$ cat src/rtl/pixel_stream_proc.sv
// Per-pixel point-operation stage between the UART rx FIFO and tx FIFO.
// Accepts one pixel, pops it, applies pass/offset/invert/threshold, pushes under tx backpressure.
module pixel_stream_proc #(
  parameter int unsigned OFFSET       = 50,
  parameter int unsigned THRESH       = 128,
  parameter int unsigned FRAME_PIXELS = 4096
) (
  input  logic        clk,
  input  logic        reset,
  input  logic        enable,
  input  logic [1:0]  mode,
  input  logic        rx_empty,
  input  logic [7:0]  r_data,
  output logic        rd_uart,
  input  logic        tx_full,
  output logic [7:0]  w_data,
  output logic        wr_uart,
  output logic [15:0] pixel_count,
  output logic        frame_done,
  output logic        busy
);

  localparam int unsigned PW = 8;
  localparam int unsigned CW = 16;

  typedef enum logic [1:0] {
    IDLE    = 2'd0,
    CAPTURE = 2'd1,
    PROC    = 2'd2,
    WRITE   = 2'd3
  } state_t;

  state_t          r_state;
  logic [PW-1:0]   r_pix;
  logic [1:0]      r_mode;
  logic [PW:0]     w_sum;
  logic [PW-1:0]   w_result;
  logic            w_last;

  // Point operation on the captured pixel; the offset sum is one bit wider to detect saturation.
  always_comb begin
    w_sum    = {1'b0, r_pix} + (PW+1)'(OFFSET);
    w_result = r_pix;
    case (r_mode)
      2'b00: w_result = r_pix;
      2'b01: w_result = w_sum[PW] ? {PW{1'b1}} : w_sum[PW-1:0];
      2'b10: w_result = {PW{1'b1}} - r_pix;
      2'b11: w_result = (r_pix >= PW'(THRESH)) ? {PW{1'b1}} : {PW{1'b0}};
      default: w_result = r_pix;
    endcase
  end

  assign w_last = (pixel_count == CW'(FRAME_PIXELS - 1));

  // Control FSM; strobes are single-cycle and every output is a flop.
  always_ff @(posedge clk or negedge reset) begin
    if (!reset) begin
      r_state     <= IDLE;
      r_pix       <= '0;
      r_mode      <= '0;
      rd_uart     <= 1'b0;
      wr_uart     <= 1'b0;
      w_data      <= '0;
      pixel_count <= '0;
      frame_done  <= 1'b0;
      busy        <= 1'b0;
    end else begin
      rd_uart    <= 1'b0;
      wr_uart    <= 1'b0;
      frame_done <= 1'b0;
      case (r_state)
        IDLE: begin
          if (enable && !rx_empty) begin
            r_pix   <= r_data;
            r_mode  <= mode;
            rd_uart <= 1'b1;
            busy    <= 1'b1;
            r_state <= CAPTURE;
          end
        end
        CAPTURE: r_state <= PROC;
        PROC: begin
          w_data  <= w_result;
          r_state <= WRITE;
        end
        WRITE: begin
          if (!tx_full) begin
            wr_uart <= 1'b1;
            busy    <= 1'b0;
            r_state <= IDLE;
            // Frame wrap and the done pulse land on the same push.
            if (w_last) begin
              pixel_count <= '0;
              frame_done  <= 1'b1;
            end else begin
              pixel_count <= pixel_count + CW'(1);
            end
          end
        end
        default: r_state <= IDLE;
      endcase
    end
  end

endmodule
$ cat config.mk
export PLATFORM = sky130hd
export DESIGN_NAME = pixel_stream_proc
export DESIGN_NICKNAME = d
export VERILOG_FILES = /design/src/rtl/pixel_stream_proc.sv
export SDC_FILE = /design/constraint.sdc
export NUM_CORES = 1
export LEC_CHECK = 0
export BUFFER_PORTS_ARGS = -buffer_cell sky130_fd_sc_hd__buf_2
export CELL_PAD_IN_SITES_DETAIL_PLACEMENT = 1
export CELL_PAD_IN_SITES_GLOBAL_PLACEMENT = 1
export CORE_ASPECT_RATIO = 2
export CORE_MARGIN = 8
export CORE_UTILIZATION = 39
export DETAILED_ROUTE_END_ITERATION = 6
export GPL_TIMING_DRIVEN = 0
export PLACE_DENSITY = 0.86
export SLEW_MARGIN = 20
export SYNTH_ARGS = -nofsm -noshare
export SYNTH_HDL_FRONTEND = slang
export SYNTH_SLANG_ARGS = --single-unit
$ cat constraint.sdc
create_clock -name clk -period 4.8 [get_ports clk]
set_clock_uncertainty 0.05 [all_clocks]
set_input_delay 0.96 -clock clk [delete_from_list [all_inputs] [get_ports clk]]
set_output_delay 0.96 -clock clk [all_outputs]
set_load 0.005 [all_outputs]
After elaboration in Yosys (flattened, before gate mapping)
Index checks and enable logic that the tools add are counted.

storage, ports and cells
  register bits after elaboration = 40
  input port bits = 15
  output and inout port bits = 28

cells by class
  $add $sub $neg = 3
  order comparisons = 1
  eq/ne operators = 9
  muxes and demuxes = 17
  bitwise logic cells = 1
  reduce and logical (&&, ||, !) cells = 9

operators with widths
  operator                                                   count
  one-hot mux 8 bit (4 select lines)                         1
  adder 16 x 1 -> 16 bit (second input constant)             1
  equality test 16 x 12 -> 1 bit (second input constant)     1
  two-way mux 16 bit                                         1
  two-way mux 8 bit                                          2
  adder 8 x 6 -> 9 bit (second input constant)               1
  two-way mux 1 bit                                          9
  equality test 2 bit (second input constant)                4
  greater-or-equal comparator 8 bit (second input constant)  1
  one-hot mux 2 bit (4 select lines)                         1
  subtractor 8 bit (first input constant)                    1
  AND reduction 2 bit                                        3
  equality test 2 x 1 -> 1 bit (second input constant)       2
  logical NOT 2 bit                                          2
  two-way mux 2 bit                                          2
  inequality test 2 bit (second input constant)              2
  AND reduction 3 bit                                        1
  one-hot mux 1 bit (2 select lines)                         1
  nonzero test 2 bit                                         1
  logical AND 1 bit                                          1
  logical NOT 1 bit                                          1
  NOT 1 bit                                                  1

Logic depth before layout (Yosys ltp)
Gate-level depths: netlist of the first run.

  depth in word-level cells = 4
  depth in mapped cells = 7

Least setup slack after synthesis of the first run
No wires, ideal clock.

  path kind = input -> register
  start point = input tx_full
  end point = register pixel_count[11]
  library setup time = 73 ps
  arrival time = 1,988 ps
  data required time = 4,677 ps
  setup slack = 2,689 ps
  stages = 4
  path buffers = 0
  path through = nand2b_1 or3_4 or3_1 a21oi_2

between the ends
  longest elaborated chain between the ends = 2

ends and longest elaborated chain
  what                                  line  text
  start: declaration                    15    input logic tx_full,
  NOT 1 bit (no source line)            --
  AND reduction 2 bit (no source line)  --
  end signal: assignment                96    pixel_count <= pixel_count + CW'(1);
  end: declaration                      18    output logic [15:0] pixel_count,

No other way between the ends.
A chain may end at the register's enable or synchronous reset.

Final worst setup path of the first run
Same ends and word-level chain as after synthesis.

==> metrics.csv, run 1 <==
stage;metric;value;unit
cts;root_buffer;clkbuf_8;
floorplanning;dieArea;8220;um2
finish;diodes;0;
synth;synth_cell_types;46;
cts;numCtsBuffers;5;
hold_path;hold_path.class;reg2reg;
cts;cts_max_level;2;
floorplanning;top_level_ports;43;
pwr;p_int;0.7922;mW
setup_path;cp-startpoint;tx_full;
sta;rsz0062_at_grt;false;
routing;drcViolationCount;0;
setup_path;rrSetupSlack;2.90;ns
synth;yosysTopAreaCellShare;0.4703;
global_route;grt_pass1_vias;2107;
cts;cts_hold_buffers;0;
synth;synth.area.top_cells;dfrtp_1 (47%), nand2_1 (7.1%), o21ai_0 (4.2%);
finish;layout_common_cells;buf_2 (43), nand2_1 (40), dfrtp_1 (40), nor2_1 (21), o21ai_0 (18);
sta;worstMarginPinSlew;0.9126;ns
synth;async_flop_share;1.000;
synth;seq_area_frac_synth;0.4703;
pwr;power;1.377;mW
synth;yosys_warnings;0;
pwr;p_comb_frac;0.447;
pwr;pwr-share-clk;0.176;
synth;synth-simple-area-share;0.2369;
sta;hold_viol_final;0;
routing;totalWireLength;5835;um
pwr;leakagePower;1.201;nW
cts;cts.reportedPaths.clkPinSlew;0.08;ns
pwr;seqPwrFrac;0.377;
placement;gp_congestion;0.8696;
setup_path;crit_chain;buf_2 > nand2b_1 > or3_4 > or3_1 > a21oi_2;
synth;netlist_area;2128;um2
pwr;p_sw_frac;0.4249;
sta;setup_viol;0;
sta;fin_tns_setup;0;ns
setup_path;critPathLaunchType;input pin;
floorplanning;rows;38;
global_route;overflow;0;
finish;finalNetCount;303;
setup_path;reg2reg_from;r_state[1]$_DFFE_PN0P_;
pwr;power_density;548.5;nW/um2
setup_path;crit_type;in2reg;
synth;synth-xor-area-share;0.05350;
setup_path;crit_buf_inv;1;
global_route;antenna_found_initial;0;
synth;synth_edf_count;0;
sta;fmax;493.0;MHz
placement;dpl.hpwl;4430;um
global_route;grt_pass1_wl;10020;um
synth;synth_compound_area_frac;0.1546;
finish;area_growth;17.99;%
finish;drive_above_1_share;0.2191;
floorplanning;core;5325;um2
hold_path;hp-start;w_data[3]$_DFFE_PN0P_;
synth;muxShareOfSynthArea;0.004703;
routing;drt_pass1_iterations;4;
finish;fin_area;2511;um2
floorplanning;initial_core_util;0.3997;
cts;post_cts_resized;0;
synth;yosys_most_used_dff;dfrtp_1;
pwr;ir_worst_vdd;0.0002781;V
synth;syn_avg_cell_area;9.134;um2
synth;syn-num-nets;254;
cts;clockBufferDepth;2;
finish;fillers;664;
run_status;status;finished, final reports clean;
setup_path;cp.arrival;2.20;ns
routing;via_per_inst;5.536;
setup_path;cpLargestDelayFamily;simple AND/OR/NAND/NOR gates;
placement;portBuffers;42;
setup_path;critPathCaptureType;flip-flop;
cts;clkSinkCount;40;
setup_path;worstPathRequired;4.98;ns
floorplanning;die_w;68.24;um
synth;synth_fa_ha_area_frac;0.03527;
synth;synth-seq-cells;40;
sta;final.period_utilization;0.4226;
placement;place_area;2414;um2
synth;synthCells;233;
cts;clock_latency;0.30;ns
cts;post_cts_buffers;0;
synth;synth_top_family_by_area;simple AND/OR/NAND/NOR gates;
finish;mostFrequentLayoutCell;buf_2;
routing;drt_iter0_drc;93;
routing;vias;1899;
floorplanning;fp.dieH;120.5;um
setup_path;cpMaxStageDelayCell;or3_4;
global_route;grt_max_degree;41;
synth;yosysTopAreaCell;dfrtp_1;
job;cap_violations;0;
sta;slew_viol_final;0;
cts;cts_tree;yes;
sta;period_minus_slack;2.028;ns
pwr;switchingPower;0.5852;mW
global_route;grtUsageTotal;0.1529;
routing;wl_per_cell;17.01;um
routing;ant_nets;0;
setup_path;slowest_delay;0.45;ns
sta;max_slew_margin;0.3916;
setup_path;cp_max_fo;5;
==> worst paths after layout <==
| kind | cells after the start | to |
|---|---|---|
| hold / removal | 1 | w_data[3]$_DFFE_PN0P_ |
| setup reg to reg | 6 | r_pix[2]$_DFFE_PN0P_ |
| max in group asynchronous | 1 | pixel_count[0]$_DFFE_PN0P_ |
| hold reg to reg | 1 | w_data[3]$_DFFE_PN0P_ |
| setup / recovery | 5 | pixel_count[11]$_DFFE_PN0P_ |
| min in group asynchronous | 1 | r_pix[2]$_DFFE_PN0P_ |
==> state kept, by name, indices dropped and copies added, names as in the netlist <==
name         cells
busy             1
frame_done       1
pixel_count     16
r_mode           2
r_pix            8
r_state          2
rd_uart          1
w_data           8
wr_uart          1
==> power by group through the flow <==
stage	combinational, mW	clock [mW]	sequential, mW
after floorplan	0.408	0	0.516
after global placement	0.568	0	0.519
after detailed placement	0.611	0	0.528
after CTS	0.621	0.246	0.521
after global routing	0.696	0.260	0.537
final	0.615	0.242	0.520
==> synth_stat cells, types with 2 or more instances <==
library cell,number
nand3b_1,2
nand3_1,6
nor3b_1,2
a22oi_1,2
nand2_1,40
nor3_1,3
a22o_1,2
a2111oi_0,2
a31oi_1,5
o21ai_0,18
or3_1,3
o31ai_1,2
nand4_1,4
dfrtp_1,40
nand2b_1,5
xor2_1,6
xnor2_1,7
clkbuf_1,9
ha_1,6
inv_1,10
nor3_4,2
nor4_1,2
nor3_2,3
buf_1,2
a21oi_1,7
o211ai_1,3
nor2_1,21
==> through the flow <==
stage	utilization	worst slack, ns	std cells	hold slack, ns
after global placement	0.4532	2.516	335	0.4160
final	0.4716	2.772	343	0.4483
after detailed placement	0.4532	2.436	335	0.4289
after CTS	0.4716	2.756	343	0.4487
after floorplan	-	2.689	233	0.4187
after global routing	0.4716	2.621	343	0.4715
==> metal layers <==
| layer | track usage | up-vias | routed length (um) |
|---|---|---|---|
| li1 | - | 900 | - |
| met1 | 0.1796 | 944 | 2343 |
| met2 | 0.2634 | 42 | 3113 |
| met3 | 0.02502 | 13 | 270 |
| met4 | 0.05677 | 0 | 109 |
| met5 | 0 | - | 0 |
==> cell families (layout without fill, tap and decap cells) <==
kind of cell,count (synthesis),after routing
DFF,40,40
xor gates and xnor gates,13,13
AOI/OAI and AO/OA,51,51
adders and majority gates,6,6
buffers and inverters,23,73
and+or+nand+nor,99,99
muxes,1,1
==> worst reg2reg max path, delay by kind of cell (launching register included) <==
family,cells,cell delay (ns)
adders and majority gates,1,0.22
and+or+nand+nor,1,0.26
AOI/OAI and AO/OA,1,0.15
DFF,1,0.41
buffers and inverters,3,0.67
==> cell type report <==
cell class / count / area (um2) / share of cell area
inverter: 10 / 37.54 / 0.01495
sequential: 40 / 1001 / 0.3986
tap: 60 / 75.07 / 0.02990
clock buffer: 6 / 82.58 / 0.03288
timing repair buffer: 42 / 210.2 / 0.08371
multi-input combinational: 170 / 1032 / 0.4111
clock inverter: 2 / 15.01 / 0.005979
buffer: 13 / 57.56 / 0.02292
Power figures use the tool's default switching activity.
==> run 2: changes to the inputs <==
--- a/config.mk
+++ b/config.mk
@@ -10,10 +10,10 @@
 export CELL_PAD_IN_SITES_GLOBAL_PLACEMENT = 1
 export CORE_ASPECT_RATIO = 2
 export CORE_MARGIN = 8
-export CORE_UTILIZATION = 39
+export CORE_UTILIZATION = 37
 export DETAILED_ROUTE_END_ITERATION = 6
 export GPL_TIMING_DRIVEN = 0
-export PLACE_DENSITY = 0.86
+export PLACE_DENSITY = 0.85
 export SLEW_MARGIN = 20
 export SYNTH_ARGS = -nofsm -noshare
 export SYNTH_HDL_FRONTEND = slang
==> constraint.sdc (replaced) <==
create_clock -name clk -period 1.83 [get_ports clk]
set_clock_uncertainty 0.05 [all_clocks]
set_input_delay 0.366 -clock clk [delete_from_list [all_inputs] [get_ports clk]]
set_output_delay 0.366 -clock clk [all_outputs]
set_load 0.005 [all_outputs]
==> run 2 against run 1 <==
  * Via count fell by 1.7%
  * Critical path depth unchanged
  * Hold slack worse by 0.29 ns
  * Design area grew 6.1%
  * Sequential share of layout area is 2.3 points lower
  * Global-route usage down 1.6 points
  * Flip-flop and latch count unchanged
  * Non-clock buffer count up 1
  * Register-to-register slack worse by 2.8 ns
  * Critical endpoint is now w_data[3]$_DFFE_PN0P_
  * Largest cell class unchanged
==> metrics.csv, run 2 (synthesized netlist as in run 1, its figures left out) <==
stage;metric;value;unit
cts;cts.reportedPaths.clkPinSlew;0.06;ns
cts;clockBufferDepth;2;
routing;ant_nets;0;
setup_path;rrSetupSlack;0.06;ns
global_route;grt_max_degree;41;
pwr;switchingPower;1.588;mW
pwr;seqPwrFrac;0.336;
finish;diodes;0;
routing;drt_iter0_drc;57;
finish;final_util;0.4747;
run_status;status;finished, final reports clean;
routing;drcViolationCount;0;
finish;top_register;pixel_count;
floorplanning;dieArea;8582;um2
global_route;antenna_found_initial;0;
floorplanning;die_w;69.63;um
finish;finalNetCount;305;
sta;fin_tns_setup;0;ns
sta;max_slew_margin;0.3856;
placement;dpl.hpwl;4002;um
setup_path;critPathCaptureType;flip-flop;
global_route;grt_pass1_vias;2081;
floorplanning;initial_core_util;0.3793;
finish;drive_above_1_share;0.2526;
placement;portBuffers;42;
setup_path;reg2reg_from;r_mode[0]$_DFFE_PN0P_;
routing;totalWireLength;5835;um
cts;clock_latency;0.29;ns
global_route;grtUsageTotal;0.1373;
pwr;p_int;2.523;mW
sta;period_minus_slack;1.771;ns
setup_path;critPathLaunchType;flip-flop;
routing;wl_per_cell;16.86;um
pwr;p_sw_frac;0.3863;
pwr;leakagePower;1.261;nW
cts;numCtsBuffers;5;
sta;setup_viol;0;
pwr;power_density;1543;nW/um2
global_route;grt_pass1_wl;9804;um
sta;hold_viol_final;0;
setup_path;cp.arrival;1.89;ns
setup_path;cp-startpoint;r_mode[0]$_DFFE_PN0P_;
floorplanning;rows;39;
hold_path;hold_path.class;in2async;
pwr;p_comb_frac;0.403;
placement;place_inst;336;
setup_path;worstPathRequired;1.95;ns
setup_path;cp_max_fo;10;
floorplanning;core;5612;um2
routing;drt_pass1_iterations;4;
setup_path;crit_type;reg2reg;
cts;cts_max_level;2;
sta;worstMarginPinSlew;0.9217;ns
finish;finalNonFillerCells;346;
finish;fillers;681;
finish;largest_register_ffs;16;
finish;layout_common_cells;buf_2 (43), nand2_1 (40), dfrtp_1 (40), nor2_1 (21), o21ai_0 (18);
finish;top_regs;pixel_count: 16 flops, r_pix: 8 flops, w_data: 8 flops;
finish;mostFrequentLayoutCell;buf_2;
finish;area_growth;25.16;%
global_route;overflow;0;
sta;slew_viol_final;0;
placement;place_area;2415;um2
pwr;power;4.111;mW
sta;final.period_utilization;0.9679;
job;cap_violations;0;
sta;rsz0062_at_grt;false;
cts;cts_tree;yes;
sta;fmax;564.6;MHz
routing;vias;1867;
cts;cts_hold_buffers;0;
floorplanning;top_level_ports;43;
placement;gp_congestion;0.8742;
cts;root_buffer;clkbuf_16;
floorplanning;fp.dieH;123.3;um
routing;via_per_inst;5.396;
cts;clkSinkCount;40;
pwr;ir_worst_vdd;0.001036;V
finish;fin_area;2664;um2
pwr;pwr-share-clk;0.260;
run 2: cell types whose count changed in the layout (fill, tap and decap cells not counted), moves of 2 or more:
cell,delta
clkbuf_8,-4
clkbuf_16,+5
buf_4,+2
nor4_1,-2
run 2: layout make-up:
cell class	count	area (um2)	area share
multi-input cells	170	1077	0.4044
flip-flops and latches	40	1001	0.3758
repair buffers	44	225.2	0.08455
clock buffers	7	152.6	0.05730
well taps	61	76.32	0.02865
plain buffers	12	55.05	0.02067
inverters	10	41.29	0.01550
clock inverters	1	30.03	0.01127
repair inverters	1	5.005	0.001879
run 2: worst paths after layout:
kind,end,depth (start not counted)
max,w_data[3]$_DFFE_PN0P_,5
min,w_data[2]$_DFFE_PN0P_,1
max reg2reg,w_data[3]$_DFFE_PN0P_,5
min reg2reg,w_data[3]$_DFFE_PN0P_,1
max in group asynchronous,frame_done$_DFF_PN0_,1
min in group clk,r_pix[7]$_DFFE_PN0P_,3
run 2: timing repair:
item                       CTS  global route
setup endpoints to repair   10            14
pin swaps                    0             1
resized for setup            0            11
gates cloned                 0             1
setup buffers                0             2
run 2: stage by stage:
stage               setup WS [ns]  hold slack [ns]
floorplan                  0.2041          0.02041
global placement          0.03737           0.4169
detailed placement       -0.04556           0.4315
CTS                     -0.008436           0.1933
global route            0.0009124           0.2370
finish                    0.05882           0.1535
run 2: power by group through the flow:
stage	Combinational [mW]	Sequential (mW)	Clock, mW
after global placement	1.49	1.36	0
after CTS	1.60	1.37	1.08
after floorplan	1.07	1.35	0
after detailed placement	1.57	1.38	0
after global routing	1.88	1.42	1.11
final	1.66	1.38	1.07
run 2: layer usage:
layer	track usage	share of wire	vias to the layer above	routed length, um
li1	-	-	908	-
met1	0.1546	0.42	901	2467
met2	0.2365	0.50	47	2928
met3	0.03936	0.055	11	319
met4	0.05942	0.020	0	119
met5	0	0	-	0
run 2: worst max-delay path: stages, from the launching register on:
cell,delay (ns)
dfrtp_1,0.36
clkbuf_1,0.34
buf_1,0.43
o21ai_0,0.20
a31oi_1,0.19
o2bb2ai_1,0.09
